==> src/rtl/pc_pkg.sv <==
// Shared program-counter definitions: default width, reset value and PC type.
package pc_pkg;

  localparam int unsigned PC_WIDTH = 16;
  localparam logic [PC_WIDTH-1:0] PC_RESET_VAL = 16'h0000;

  typedef logic [PC_WIDTH-1:0] pc_t;

endpackage : pc_pkg

==> src/rtl/pc_next.sv <==
// Next-PC value for the program counter register: aligned load or hold.
// With PC_AUTOINC_EN defined, the hold case becomes a modulo-2^WIDTH increment.
module pc_next
  import pc_pkg::*;
#(
  parameter int unsigned WIDTH      = PC_WIDTH,
  parameter int unsigned ALIGN_BITS = 0
`ifdef PC_AUTOINC_EN
  ,
  parameter logic [WIDTH-1:0] INC_STEP = 1
`endif
) (
  input  logic             enable,
  input  logic [WIDTH-1:0] load_val,
  input  logic [WIDTH-1:0] cur_val,
  output logic [WIDTH-1:0] next_val
);

  logic [WIDTH-1:0] align_mask;

  // Mask that clears the ALIGN_BITS low bits; all ones when ALIGN_BITS is 0.
  always_comb begin
    align_mask = '1;
    for (int unsigned i = 0; i < WIDTH; i++) begin
      if (i < ALIGN_BITS) begin
        align_mask[i] = 1'b0;
      end
    end
  end

  // Load takes priority; otherwise hold (or increment when auto-increment is built in).
  always_comb begin
    next_val = cur_val;
    if (enable) begin
      next_val = load_val & align_mask;
    end else begin
`ifdef PC_AUTOINC_EN
      next_val = cur_val + INC_STEP;
`else
      next_val = cur_val;
`endif
    end
  end

endmodule : pc_next

==> src/rtl/program_counter.sv <==
// Program counter register. Out is driven straight from the PC flop.
// Optional macro PC_AUTOINC_EN: when neither reset nor enable is active,
// the PC advances by INC_STEP each cycle instead of holding.
module program_counter
  import pc_pkg::*;
#(
  parameter int unsigned      WIDTH      = PC_WIDTH,
  parameter logic [WIDTH-1:0] RESET_VAL  = PC_RESET_VAL,
  parameter int unsigned      ALIGN_BITS = 0
`ifdef PC_AUTOINC_EN
  ,
  parameter logic [WIDTH-1:0] INC_STEP   = 1
`endif
) (
  input  logic             clk,
  input  logic             rst,
  input  logic             enable,
  input  logic [WIDTH-1:0] In,
  output logic [WIDTH-1:0] Out
);

  logic [WIDTH-1:0] pc_q;
  logic [WIDTH-1:0] pc_d;

`ifdef PC_AUTOINC_EN
  pc_next #(
    .WIDTH      (WIDTH),
    .ALIGN_BITS (ALIGN_BITS),
    .INC_STEP   (INC_STEP)
  ) u_pc_next (
    .enable   (enable),
    .load_val (In),
    .cur_val  (pc_q),
    .next_val (pc_d)
  );
`else
  pc_next #(
    .WIDTH      (WIDTH),
    .ALIGN_BITS (ALIGN_BITS)
  ) u_pc_next (
    .enable   (enable),
    .load_val (In),
    .cur_val  (pc_q),
    .next_val (pc_d)
  );
`endif

  // PC register; reset overrides any pending load, which is dropped.
  always_ff @(posedge clk) begin
    if (rst) begin
      pc_q <= RESET_VAL;
    end else begin
      pc_q <= pc_d;
    end
  end

  assign Out = pc_q;

endmodule : program_counter

==> config.mk <==
export PLATFORM = sky130hd
export DESIGN_NAME = program_counter
export DESIGN_NICKNAME = d
export VERILOG_FILES = /design/src/rtl/pc_pkg.sv /design/src/rtl/pc_next.sv /design/src/rtl/program_counter.sv
export SDC_FILE = /design/constraint.sdc
export NUM_CORES = 1
export LEC_CHECK = 0
export CAP_MARGIN = 20
export CORE_MARGIN = 10
export CORE_UTILIZATION = 35
export DETAILED_ROUTE_END_ITERATION = 6
export PLACE_DENSITY = 0.76
export SETUP_SLACK_MARGIN = 0.1
export SYNTH_ARGS = -nofsm -noshare
export SYNTH_HDL_FRONTEND = slang
export SYNTH_SLANG_ARGS = --single-unit
==> constraint.sdc <==
create_clock -name clk -period 1.2 [get_ports clk]
set_clock_uncertainty 0.05 [all_clocks]
set_input_delay 0.3 -clock clk [delete_from_list [all_inputs] [get_ports clk]]
set_output_delay 0.3 -clock clk [all_outputs]
set_load 0.02 [all_outputs]
=== Yosys cells after proc, flatten, opt, wreduce, memory -nomap -nowiden ===
Cells that the tools add are included.

* Bits of input ports: 19
* Bits in registers: 16

=== Logic depth before layout (Yosys ltp) ===
Gate-level depths: netlist (run 1).

* Depth after elaboration: 0
* Depth in mapped cells: 4

=== Hierarchy ===
Synthesis (run 1) repeated with hierarchy kept, for this count alone.

* Cell total of the unflattened synthesis: 51
* Area, all modules: 713.2 sq um

{| class="wikitable"
|+ By module, submodules not included
! module !! area an instance (sq um) !! cells each !! sequential area each (sq um) !! instances
|-
| program_counter || 464.2 || 33 || 320.3 || 1
|-
| pc_next || 249.0 || 18 || 0.0 || 1
|}

=== Worst setup path after synthesis (run 1) ===
No wires, ideal clock.

* Path kind: in2reg
* From: input port enable
* To: register pc_q[10] (netlist: Out[10])
* Setup slack: 0.268 ns
* Stages: 4
* Buffers on the path: 2
* Arrival time: 0.765 ns
* Data required time: 1.033 ns
* Setup time: 0.117 ns
* Path through: buf_6 > buf_12 > mux2i_1 > nor2_1

{| class="wikitable"
|+ RTL lines
! element !! RTL line !! source
|-
| start, declared || program_counter.sv:17 || <nowiki>input logic enable,</nowiki>
|-
| end signal, assigned || program_counter.sv:53 || <nowiki>pc_q <= pc_d;</nowiki>
|-
| end, declared || program_counter.sv:22 || <nowiki>logic [WIDTH-1:0] pc_q;</nowiki>
|}

=== Final worst setup path (run 1) ===
* From: register pc_q[14] (netlist: Out[14])
* To: output port Out[14]

{| class="wikitable"
|+ RTL lines
! element !! RTL line !! source
|-
| end, declared || program_counter.sv:19 || <nowiki>output logic [WIDTH-1:0] Out</nowiki>
|}

No word-level cell between the ends.

==> flow_summary.yaml, run 1 <==
global_routing:
  grtUsageTotal: 0.0909
  antenna_found_initial: 0
  grt.overflow.total: 0
  grt_pass1_vias: 523
  grt_first_pass_wirelength_um: 2470
  grt_max_degree: 10
power_and_ir_drop:
  peakVddDrop_uv: 666
  p_clk_frac: 0.292
  p_sw_frac: 0.239
  p_per_area_nw_per_um2: 1160
  p_int_mw: 0.905
  p_seq_frac: 0.497
  pwr-share-comb: 0.211
  p_leak_nw: 0.491
  p_sw_mw: 0.285
cts:
  cts_made_buffers: 3
  cts_root_buf: "clkbuf_4"
  holdBufCountCts: 0
  cts_tree: "built"
  cts_num_sinks: 16
  clock_latency_ns: 0.28
  clk_path_buf_depth: 2
  htree_levels: 1
  clkTransAtPathRegs_ns: 0.09
detailed_routing:
  drtIter0Drc: 2
  wire_per_inst_um: 14.3
  via_per_inst: 4.64
  ant_nets: 0
  dr.pass1.iters: 2
  routed_wl_um: 1540
  vias: 501
  drc: 0
finish:
  nNetsFinal: 112
  antenna_cells: 0
  largest_reg_flops: 16
  fillers: 134
  multiInputGateArea_um2: 220
  final_util: 0.667
  drive_gt1_frac: 0.457
  seqCellArea_um2: 340
  syn_to_final_growth_pct: 77.2
synth:
  netlist_area_um2: 581
  synthCells: 52
  ys_ff_latch: 16
  yosys_warnings: 0
  syn_nets: 71
  seq_area_frac_synth: 0.552
  synth_area_per_cell_um2: 11.2
  synth_cell_types: 7
timing:
  fin_crit_ns: 1.09
  relSlewSlack: 0.911
  fmax_mhz: 914
  setup-violations-final: 0
  worst_pin_slew_ns: 0.130
  hold_violations: 0
  rsz0062_at_grt: "true"
  tns_ns: 0
  slew_viol_final: 0
  period_share: 0.912
worst_hold_path:
  min_path_type: "input port to flip-flop"
floorplanning:
  initial_core_util: 0.377
  die_y_um: 60.7
  rows: 14
  io_pins: 35
  die_w_um: 60.7
  core_area_um2: 1540
  dieArea_um2: 3690
worst_setup_path:
  worstSetupPathType: "flip-flop to output pin"
  worst-path-max-fanout: 2
  cp.required_ns: 0.85
  path_cells: "buf_6"
  end_kind: "output pin"
  start_kind: "flip-flop"
  crit_family: "flip-flops"
  arrival_ns: 0.74
  critPathMaxStageDelay_ns: 0.35
  cpMaxStageDelayCell: "dfxtp_2"
  critPathBufInv: 1
run_status:
  status: "finished, final reports clean"
run:
  maxCapViolCount: 0
placed_design:
  port_buffers: 34
  globalplace.congestion: 0.652
  dp_hpwl_um: 1260
worst reg2reg max path, delay by kind of cell, from the launching register on:
kind | cells | cell delay, ns
multiplexers | 1 | 0.11
buffers and inverters | 1 | 0.12
AND/OR/NAND/NOR | 1 | 0.05
flip-flops | 1 | 0.33
worst paths after layout:
check / slack [ns] / startpoint / depth (start not counted) / to
setup / recovery: 0.11 / Out[14] / 1 / Out[14]
hold reg to reg: 0.45 / Out[1] / 2 / Out[1]
setup reg to reg: 0.43 / Out[9] / 3 / Out[9]
hold / removal: 0.44 / enable / 4 / Out[1]
per-layer routing:
layer	GRT usage	wire length [um]	vias to the layer above
met4	0.0752	27	0
li1	-	-	250
met1	0.0808	510	235
met2	0.160	895	14
met3	0.0334	109	2
met5	0	0	-
metrics by stage:
stage | cells | hold slack [ns] | setup WS (ns) | area (um2) | power, mW
global placement | 103 | 0.422 | -0.188 | 938 | 0.832
global route | 108 | 0.455 | 0.0482 | 1030 | 1.26
floorplan | 52 | 0.397 | 0.268 | 581 | 0.701
finish | 108 | 0.438 | 0.106 | 1030 | 1.19
CTS | 108 | 0.459 | 0.0867 | 1020 | 1.21
detailed placement | 103 | 0.432 | -0.207 | 938 | 0.836
timing repair:
item	CTS	global route
setup endpoints to repair	16	30
buffers inserted	1	0
resized for setup	112	2
cloned	0	0
cell type report:
type / count / area share
repair buffers: 40 / 0.400
flip-flops and latches: 16 / 0.331
multi-input cells: 32 / 0.214
clock buffers: 4 / 0.0353
well taps: 16 / 0.0195
placed cells by master (no fill, tap or decap):
master / Yosys / final
buf_4: 0 / 5
dlymetal6s2s_1: 0 / 1
nor2_1: 16 / 16
mux2i_1: 16 / 16
clkdlybuf4s50_1: 0 / 17
clkbuf_4: 0 / 3
dfxtp_2: 0 / 16
clkbuf_8: 0 / 1
buf_6: 1 / 17
cells in the mapped netlist:
cell     count  area [um2]
dfxtp_1     16         320
buf_2        1        5.00
mux2i_1     16         160
buf_1        1        3.75
nor2_1      16        60.1
buf_12       1        20.0
buf_6        1        11.3
power groups by stage:
stage	Sequential, mW	Clock (mW)	Combinational (mW)
final	0.591	0.348	0.251
after global routing	0.595	0.399	0.269
after floorplan	0.629	0	0.0726
after CTS	0.591	0.366	0.255
after detailed placement	0.591	0	0.245
after global placement	0.589	0	0.243
cell families after synthesis:
| logic type | Yosys count | synth area share |
|---|---|---|
| AND/OR/NAND/NOR | 16 | 0.103 |
| flip-flops | 16 | 0.552 |
| multiplexers | 16 | 0.276 |
| buffers and inverters | 4 | 0.0690 |
No activity file was read; power rests on OpenSTA's default activity.
==> inputs of run 2 (changes only) <==
--- a/config.mk
+++ b/config.mk
@@ -5,10 +5,13 @@
 export SDC_FILE = /design/constraint.sdc
 export NUM_CORES = 1
 export LEC_CHECK = 0
+export ABC_CLOCK_PERIOD_IN_PS = 1200
 export CAP_MARGIN = 20
 export CORE_MARGIN = 10
 export CORE_UTILIZATION = 35
+export CTS_CLUSTER_SIZE = 24
 export DETAILED_ROUTE_END_ITERATION = 6
+export GPL_TIMING_DRIVEN = 0
 export PLACE_DENSITY = 0.76
 export SETUP_SLACK_MARGIN = 0.1
 export SYNTH_ARGS = -nofsm -noshare
==> run 2 against run 1 <==
  * Fmax decreased by 0.34%
  * Cell area down 3.0%
  * Non-clock buffer count decreased by 4
  * Wire length decreased by 2.9%
  * Sequential share of layout area rose by 1.0 points
==> flow_summary.yaml, run 2 (synthesis gave the netlist of run 1 again) <==
run_status:
  status: "finished, final reports clean"
finish:
  seqCellArea_um2: 340
  final_util: 0.647
  final_common_cell: "buf_6"
  nNetsFinal: 108
  multiInputGateArea_um2: 220
  fillers: 137
  drive_gt1_frac: 0.443
  fin_area_um2: 997
  syn_to_final_growth_pct: 71.8
  antenna_cells: 0
  largest_reg_flops: 16
  final_cell_mix: "buf_6, dfxtp_2, mux2i_1, nor2_1, clkdlybuf4s50_1"
cts:
  cts_num_sinks: 16
  htree_levels: 1
  post_cts_buffers: 0
  cts_tree: "built"
  clock_latency_ns: 0.28
  clkTransAtPathRegs_ns: 0.09
  cts_made_buffers: 3
  clk_path_buf_depth: 2
  cts_root_buf: "clkbuf_4"
global_routing:
  antenna_found_initial: 0
  grt_pass1_vias: 495
  grt.overflow.total: 0
  grtUsageTotal: 0.0878
  grt_first_pass_wirelength_um: 2380
  grt_max_degree: 11
worst_setup_path:
  worst-path-max-fanout: 2
  reg2reg_depth: 2
  critPathMaxStageDelay_ns: 0.35
  cp.required_ns: 0.85
  crit_cells: 1
  start_kind: "flip-flop"
  regToRegStartpoint: "Out[8]"
  rrSetupSlack_ns: 0.53
  crit_family: "flip-flops"
  arrival_ns: 0.75
  crit_start: "Out[12]"
  timing.rr.end: "Out[8]"
  cpMaxStageDelayCell: "dfxtp_2"
  end_kind: "output pin"
  path_cells: "buf_6"
  critPathBufInv: 1
  worstSetupPathType: "flip-flop to output pin"
floorplanning:
  initial_core_util: 0.377
  rows: 14
  core_area_um2: 1540
  die_w_um: 60.7
  die_y_um: 60.7
  dieArea_um2: 3690
  io_pins: 35
worst_hold_path:
  min_from: "rst"
  hold_end: "Out[1]"
  min_path_cells: 2
  min_path_type: "input port to flip-flop"
placed_design:
  placed_area_um2: 921
  port_buffers: 32
  globalplace.congestion: 0.682
  dp_hpwl_um: 1210
power_and_ir_drop:
  p_seq_frac: 0.500
  peakVddDrop_uv: 830
  p_leak_nw: 0.463
  p_per_area_nw_per_um2: 1180
  pwr-share-comb: 0.205
  power_mw: 1.18
  p_sw_frac: 0.240
  p_sw_mw: 0.283
  p_int_mw: 0.898
  p_clk_frac: 0.295
timing:
  worst_pin_slew_ns: 0.275
  relSlewSlack: 0.817
  fin_crit_ns: 1.10
  slew_viol_final: 0
  period_share: 0.915
  fmax_mhz: 911
  rsz0062_at_grt: "true"
  hold_violations: 0
  setup-violations-final: 0
detailed_routing:
  ant_nets: 0
  dr.pass1.iters: 2
  routed_wl_um: 1500
  drtIter0Drc: 3
  via_per_inst: 4.56
  wire_per_inst_um: 14.4
  drc: 0
  vias: 474
run:
  maxCapViolCount: 0
run 2: changes by cell type in the layout (fill, tap and decap cells not counted):
| cell | delta |
|---|---|
| buf_1 | +1 |
| buf_12 | +1 |
| buf_2 | +1 |
| buf_4 | -5 |
| clkdlybuf4s50_1 | -1 |
| dlymetal6s2s_1 | -1 |
run 2: power by group through the flow:
| stage | Clock [mW] | Combinational [mW] | Sequential [mW] |
|---|---|---|---|
| after detailed placement | 0 | 0.240 | 0.590 |
| final | 0.348 | 0.243 | 0.590 |
| after CTS | 0.363 | 0.248 | 0.590 |
| after floorplan | 0 | 0.0726 | 0.629 |
| after global routing | 0.389 | 0.262 | 0.594 |
| after global placement | 0 | 0.237 | 0.588 |
run 2: how the worst max path moves through the flow:
| stage | to | slack (ns) |
|---|---|---|
| floorplan | Out[10] | 0.27 |
| global placement | Out[12] | -0.08 |
| detailed placement | Out[0] | -0.09 |
| CTS | Out[12] | 0.09 |
| global route | Out[2] | 0.06 |
| finish | Out[12] | 0.10 |
run 2: per-stage QoR:
step | setup WS [ns] | hold WS [ns] | TNS (ns) | std cells
CTS | 0.0946 | 0.271 | 0 | 104
detailed placement | -0.0864 | 0.436 | -1.13 | 100
global placement | -0.0753 | 0.422 | -1.03 | 100
finish | 0.102 | 0.273 | 0 | 104
global route | 0.0639 | 0.273 | 0 | 104
floorplan | 0.268 | 0.397 | 0 | 52
run 2: layout make-up:
cell class	count	area share
sequential	16	0.341
buffer	4	0.0402
timing repair buffer	32	0.341
clock buffer	4	0.0364
tap	16	0.0201
multi-input combinational	32	0.221
run 2: timing repair:
action	4_1_cts	5_1_grt
resized for setup	112	0
hold buffers	0	0
setup endpoints to repair	16	16
run 2: metal layers:
metal  track usage  routed length [um]
met1        0.0885                 550
met4        0.0752                  46
met3        0.0209                  93
met5             0                   0
met2         0.148                 808
